--- config.mk ---
export PLATFORM = sky130hd
export DESIGN_NAME = mux_scan_sequencer
export DESIGN_NICKNAME = d
export VERILOG_FILES = /design/src/rtl/mux_scan_sequencer.sv
export SDC_FILE = /design/constraint.sdc
export NUM_CORES = 1
export LEC_CHECK = 0
export ABC_AREA = 1
export CAP_MARGIN = 20
export CORE_MARGIN = 4
export CORE_UTILIZATION = 30
export CTS_CLUSTER_DIAMETER = 40
export DETAILED_ROUTE_END_ITERATION = 16
export PLACE_DENSITY = 0.61
export SETUP_SLACK_MARGIN = 0.02
export SLEW_MARGIN = 20
export SYNTH_ARGS = -nofsm -noshare
export SYNTH_HDL_FRONTEND = slang
export SYNTH_SLANG_ARGS = --single-unit
--- constraint.sdc ---
create_clock -name clk -period 3.8 [get_ports clk]
set_clock_uncertainty 0.1 [all_clocks]
set_input_delay 0.38 -clock clk [delete_from_list [all_inputs] [get_ports clk]]
set_output_delay 0.38 -clock clk [all_outputs]
set_load 0.05 [all_outputs]
--- src/rtl/mux_scan_sequencer.sv ---
// Self-test sequencer for a 4:1 single-bit mux: holds a test word on the data inputs,
// walks the select lines with a programmable dwell and reassembles the sampled output.
module mux_scan_sequencer #(
    parameter int DWELL = 2
) (
    input  logic       clk,
    input  logic       reset,
    input  logic       load_valid,
    output logic       load_ready,
    input  logic [3:0] load_data,
    input  logic       abort,
    output logic       address0,
    output logic       address1,
    output logic       in0,
    output logic       in1,
    output logic       in2,
    output logic       in3,
    input  logic       mux_out,
    output logic       bit_valid,
    output logic       bit_out,
    output logic       done,
    output logic [3:0] captured,
    output logic       mismatch
);

    localparam logic [7:0] LAST = 8'(DWELL - 1);

    typedef enum logic {IDLE, SCAN} state_t;

    state_t     state, state_nxt;
    logic [3:0] hold, hold_nxt;
    logic [1:0] idx, idx_nxt;
    logic [7:0] count, count_nxt;
    logic [3:0] captured_nxt;
    logic       mismatch_nxt;
    logic       bit_out_nxt;
    logic       bit_valid_nxt;
    logic       done_nxt;
    logic       load_ready_nxt;

    // Every output comes straight from a flop; reset leaves the sequencer ready for a word.
    always_ff @(posedge clk or posedge reset) begin
        if (reset) begin
            state      <= IDLE;
            hold       <= 4'd0;
            idx        <= 2'd0;
            count      <= 8'd0;
            captured   <= 4'd0;
            mismatch   <= 1'b0;
            bit_out    <= 1'b0;
            bit_valid  <= 1'b0;
            done       <= 1'b0;
            load_ready <= 1'b1;
        end else begin
            state      <= state_nxt;
            hold       <= hold_nxt;
            idx        <= idx_nxt;
            count      <= count_nxt;
            captured   <= captured_nxt;
            mismatch   <= mismatch_nxt;
            bit_out    <= bit_out_nxt;
            bit_valid  <= bit_valid_nxt;
            done       <= done_nxt;
            load_ready <= load_ready_nxt;
        end
    end

    always_comb begin
        state_nxt     = state;
        hold_nxt      = hold;
        idx_nxt       = idx;
        count_nxt     = count;
        captured_nxt  = captured;
        mismatch_nxt  = mismatch;
        bit_out_nxt   = bit_out;
        bit_valid_nxt = 1'b0;
        done_nxt      = 1'b0;

        case (state)
            IDLE: begin
                if (load_valid) begin
                    hold_nxt     = load_data;
                    idx_nxt      = 2'd0;
                    count_nxt    = 8'd0;
                    captured_nxt = 4'd0;
                    mismatch_nxt = 1'b0;
                    state_nxt    = SCAN;
                end
            end
            SCAN: begin
                // Abort beats a coincident sample: nothing is reported for that edge.
                if (abort) begin
                    state_nxt = IDLE;
                    idx_nxt   = 2'd0;
                    count_nxt = 8'd0;
                end else if (count == LAST) begin
                    captured_nxt[idx] = mux_out;
                    bit_out_nxt       = mux_out;
                    bit_valid_nxt     = 1'b1;
                    count_nxt         = 8'd0;
                    if (idx == 2'd3) begin
                        state_nxt    = IDLE;
                        idx_nxt      = 2'd0;
                        done_nxt     = 1'b1;
                        mismatch_nxt = ({mux_out, captured[2:0]} != hold);
                    end else begin
                        idx_nxt = idx + 2'd1;
                    end
                end else begin
                    count_nxt = count + 8'd1;
                end
            end
            default: state_nxt = IDLE;
        endcase

        load_ready_nxt = (state_nxt == IDLE);
    end

    assign {address1, address0} = idx;
    assign {in3, in2, in1, in0} = hold;

endmodule
**After elaboration in Yosys (flattened, before gate mapping)**

Index checks and enable logic that the tools add are counted.

- Eq/ne operators: 8
- Multiplexer cells: 33
- Add/subtract/negate cells: 2
- Reduce and logical (&&, ||, !) cells: 6
- Bitwise logic cells: 3
- $lt $le $gt $ge: 2

Operators by type and width:

| operator | number |
|---|---|
| $mux 8 | 3 |
| $mux 1 | 16 |
| $pmux 8 s2 | 1 |
| $mux 4 | 3 |
| $add 8x1->8 const B | 1 |
| $eq 8x1->1 const B | 1 |
| $mux 2 | 4 |
| $pmux 4 s2 | 1 |
| $reduce_and 3->1 | 2 |
| $bwmux 4 | 1 |
| $ne 2x1->1 const B | 2 |
| $ne 2x2->1 const B | 2 |
| $ne 4x4->1 | 1 |
| $pmux 1 s2 | 2 |
| $pmux 2 s2 | 1 |
| $reduce_and 2->1 | 2 |
| $reduce_and 4->1 | 1 |
| $lt 2x3->1 const B | 1 |
| $ne 3x2->1 const B | 1 |
| $not 1->1 | 3 |
| $add 2x1->2 const B | 1 |
| $demux 1 s2 | 1 |
| $eq 2x2->1 const B | 1 |
| $ge 2x1->1 const B | 1 |
| $logic_and 1x1->1 | 1 |

- Flip-flop bits (word level): 24
- Input bits: 9
- Output and inout bits: 15
- Logic and storage cells: 64

**Longest topological paths before layout**

- Depth after elaboration: 8
- Depth in mapped cells: 9
- Depth with buffers taken out: 9

**Least setup slack after synthesis**

OpenSTA, ideal clock, no wires.

- Kind: reg2reg
- Start point: reg idx[0]
- End point: reg captured[0]
- Stages on the path, launching flop included: 8
- Period minus slack after synthesis: 1.475 ns
- Setup time: 0.065 ns
- Setup slack: 2.325 ns
- Required time: 3.635 ns
- Data arrival time: 1.310 ns
- Buffers on the path: 0
- Path through: dfrtp_1 -> inv_1 -> ha_1 -> inv_1 -> nand2_1 -> nand3_1 -> nand2_1 -> nand2_1

- Word-level cells in the longest chain between the ends: 8
- Elaborated cells between the ends (all ways): 9
- Classes of those cells: order compare (2); mux (6); reduce/logical (1)

RTL lines:

| what | RTL line | source |
|---|---|---|
| start: declaration | 32 | `logic [1:0] idx, idx_nxt;` |
| start signal: assignment | 57 | `idx <= idx_nxt;` |
| $lt 2x3->1 (implied by the code) / $ge 2x1->1 (equally long branches) | 97 | `captured_nxt[idx] = mux_out;` |
| $logic_and 1x1->1 (implied by the code) | 97 |  |
| $mux 1 (implied by the code) | 97 |  |
| $demux 1 s2 (*) | 97 |  |
| $bwmux 4 (*) | 97 |  |
| $mux 4 (*) | 96 | `end else if (count == LAST) begin` |
| $mux 4 (*) | 92 | `if (abort) begin` |
| $pmux 4 s2 (*) | 79 | `case (state)` |
| end signal: assignment | 59 | `captured <= captured_nxt;` |
| end: declaration | 22 | `output logic [3:0] captured,` |

Every way passes the cells marked *; elsewhere a longest branch is shown, timed or not. The select of a mux whose other input is x is not followed.
A chain may end at the register's enable or synchronous reset.

**Worst setup path after layout**

- Start point: reg load_ready
- End point: out load_ready

RTL lines:

| what | RTL line | source |
|---|---|---|
| start: declaration | 9 | `output logic load_ready,` |
| start signal: assignment | 64 | `load_ready <= load_ready_nxt;` |

No word-level cell between the ends.

==> results_dict.tcl <==
set metrics [dict create \
    synth_top_area_frac 0.408 \
    min_from "bit_out" \
    cts-resized-gates 0 \
    slew_headroom 0.409 \
    wl_per_cell_um 11.2 \
    synth_commonest_cells "nand2_1 (60), inv_1 (26), dfrtp_1 (23)" \
    critPathMaxStageDelay_ps 790 \
    port_buffers 23 \
    ff_latch_area_sq_um 602 \
    start_util 0.318 \
    dp_hpwl_um 2250 \
    post-synth-top-count-cell "nand2_1" \
    syn_inst 181 \
    hold_depth 2 \
    h-tree-depth 1 \
    syn_to_final_growth_pct 23.3 \
    pin_count 24 \
    synth_edf_count 0 \
    worstPathRequired_ps 3320 \
    clock_latency_ps 270 \
    place_area_sq_um 1700 \
    cts_tree "built" \
    r2r-end "state" \
    p_per_area_nw_per_um2 721 \
    synth_area_leader_cell "dfrtp_1" \
    crit_path_start_kind "flop" \
    r2r-start "state" \
    antenna_found_initial 0 \
    vias 1139 \
    ys_seq_area_frac 0.426 \
    die_y_um 76.6 \
    tightest_slew_ps 885 \
    grt_overflow_total 0 \
    setup_violations 0 \
    crit_chain "clkdlybuf4s50_1" \
    root_buffer "clkbuf_8" \
    hold_buffers 0 \
    cts_buffers 3 \
    drive_above_1_share 0.121 \
    async_reset_ff_frac 1.00 \
    crit_buf_inv 1 \
    wl_um 2900 \
    path_delay_family "buffers and inverters" \
    ff2ff_setup_slack_ps 2300 \
    hold_class "reg -> reg" \
    synth-main-ff-cell "dfrtp_1" \
    status "finished clean" \
    drv_slew 0 \
    post-route-cell-area_sq_um 1740 \
    num_rows 24 \
    synth_area_sq_um 1410 \
    clock-sinks 24 \
    irDropWorstVdd_mv 0.539 \
    fin_nets 223 \
    synthTopCellsByArea "dfrtp_1 (41%), nand2_1 (16%), inv_1 (6.9%)" \
    worst_path_max_delay_cell "clkdlybuf4s50_1" \
    max_freq_mhz 484 \
    n_antenna_cell 0 \
    syn_nets 196 \
    crit_type "reg -> out" \
    ff2ff_path_depth 5 \
    grt_pass1_wl_um 5190 \
    first_pass_iters 4 \
    period_minus_slack_ps 2060 \
    drtAntennaViolNets 0 \
    synth.distinct_cells 24 \
    crit_arrival_ps 1580 \
    crit_fanout 1 \
    cts_buffer_depth 2 \
    period_share 0.543 \
    rsz0062_at_grt "no" \
    grt_max_degree 25 \
    grt.total_usage 0.107 \
    vias_per_cell 4.40 \
    hold_viol 0 \
    drcViolationCount 0 \
    setup.worst_path.start "load_ready" \
    fin_tns_setup_ps 0 \
    routabilityCongestion 0.803 \
    dieArea_sq_um 5870 \
    core_area_sq_um 4440 \
    p_leak_uw 0.000886 \
    multi_input_area_sq_um 676 \
    syn_area_per_cell_sq_um 7.80 \
    postCtsSetupRepairBufs 0 \
    drt-initial-drc-count 62 \
    clk_pin_slew_ps 90 \
    die_w_um 76.6 \
    grt_pass1_vias 1098 \
    hold_end "bit_out" \
    max-cap-violations 0 \
    synth-seq-cells 24 \
    fill_cells 496 \
    crit_path_end_kind "output pin" \
    ys.warnings.count 0 \
]
-- metal layers --
metal  wire [um]  track usage  vias up
met5           0            0        -
li1            -            -      607
met1        1540        0.156      510
met2        1210        0.153       18
met3          93       0.0260        4
met4          50       0.0380        0
-- state kept, by name (all words and copies together) (netlist names) --
name	count
count	8
idx	2
state	1
bit_valid	1
done	1
mismatch	1
captured	4
load_ready	1
hold	4
bit_out	1
-- placed cells by master (no fill, tap or decap), drive strengths merged --
master	count
clkdlybuf4s50	23
clkbuf	4
xor2	3
nor3	4
clkinv	1
xnor2	1
nand2	64
nand4	5
dfstp	1
ha	6
dfrtp	23
nor2	18
nand3	14
o21ai	10
inv	30
-- final cells by class --
| class | count | area share |
|---|---|---|
| Timing Repair Buffer | 23 | 0.132 |
| Inverter | 31 | 0.0705 |
| Tap cell | 52 | 0.0374 |
| Clock buffer | 4 | 0.0259 |
| Multi-Input combinational cell | 125 | 0.388 |
| Sequential cell | 24 | 0.346 |
-- power breakdown --
group,switching (uW),internal (uW),total (uW)
clock,82.4,75.0,157
combinational,457,225,683
sequential,82.8,331,414
total,623,632,1250
-- worst max-delay path by stage --
stage / slack [ps] / cells past startpoint / end
after floorplan: 2330 / 7 / captured[0]
after global placement: 2030 / 1 / load_ready
after detailed placement: 2040 / 1 / load_ready
final: 1740 / 1 / load_ready
after CTS: 1720 / 1 / load_ready
after global routing: 1690 / 1 / load_ready
-- cell families after synthesis --
group           synth area share
xor+xnor                  0.0248
simple gates               0.365
flops                      0.426
fa+ha+maj                 0.0532
buf+inv                   0.0949
compound gates            0.0355
-- per-stage QoR --
step,setup WS (ps),std cells,hold slack [ps],utilization,total power (uW)
6_report,1740,259,393,0.392,1250
5_1_grt,1690,259,455,0.392,1350
4_1_cts,1720,259,400,0.392,1270
3_5_place_dp,2040,255,377,0.381,1100
3_3_place_gp,2030,255,375,0.381,1100
2_1_floorplan,2330,181,294,-,914
Note: power is estimated with default switching activity, not from simulation.
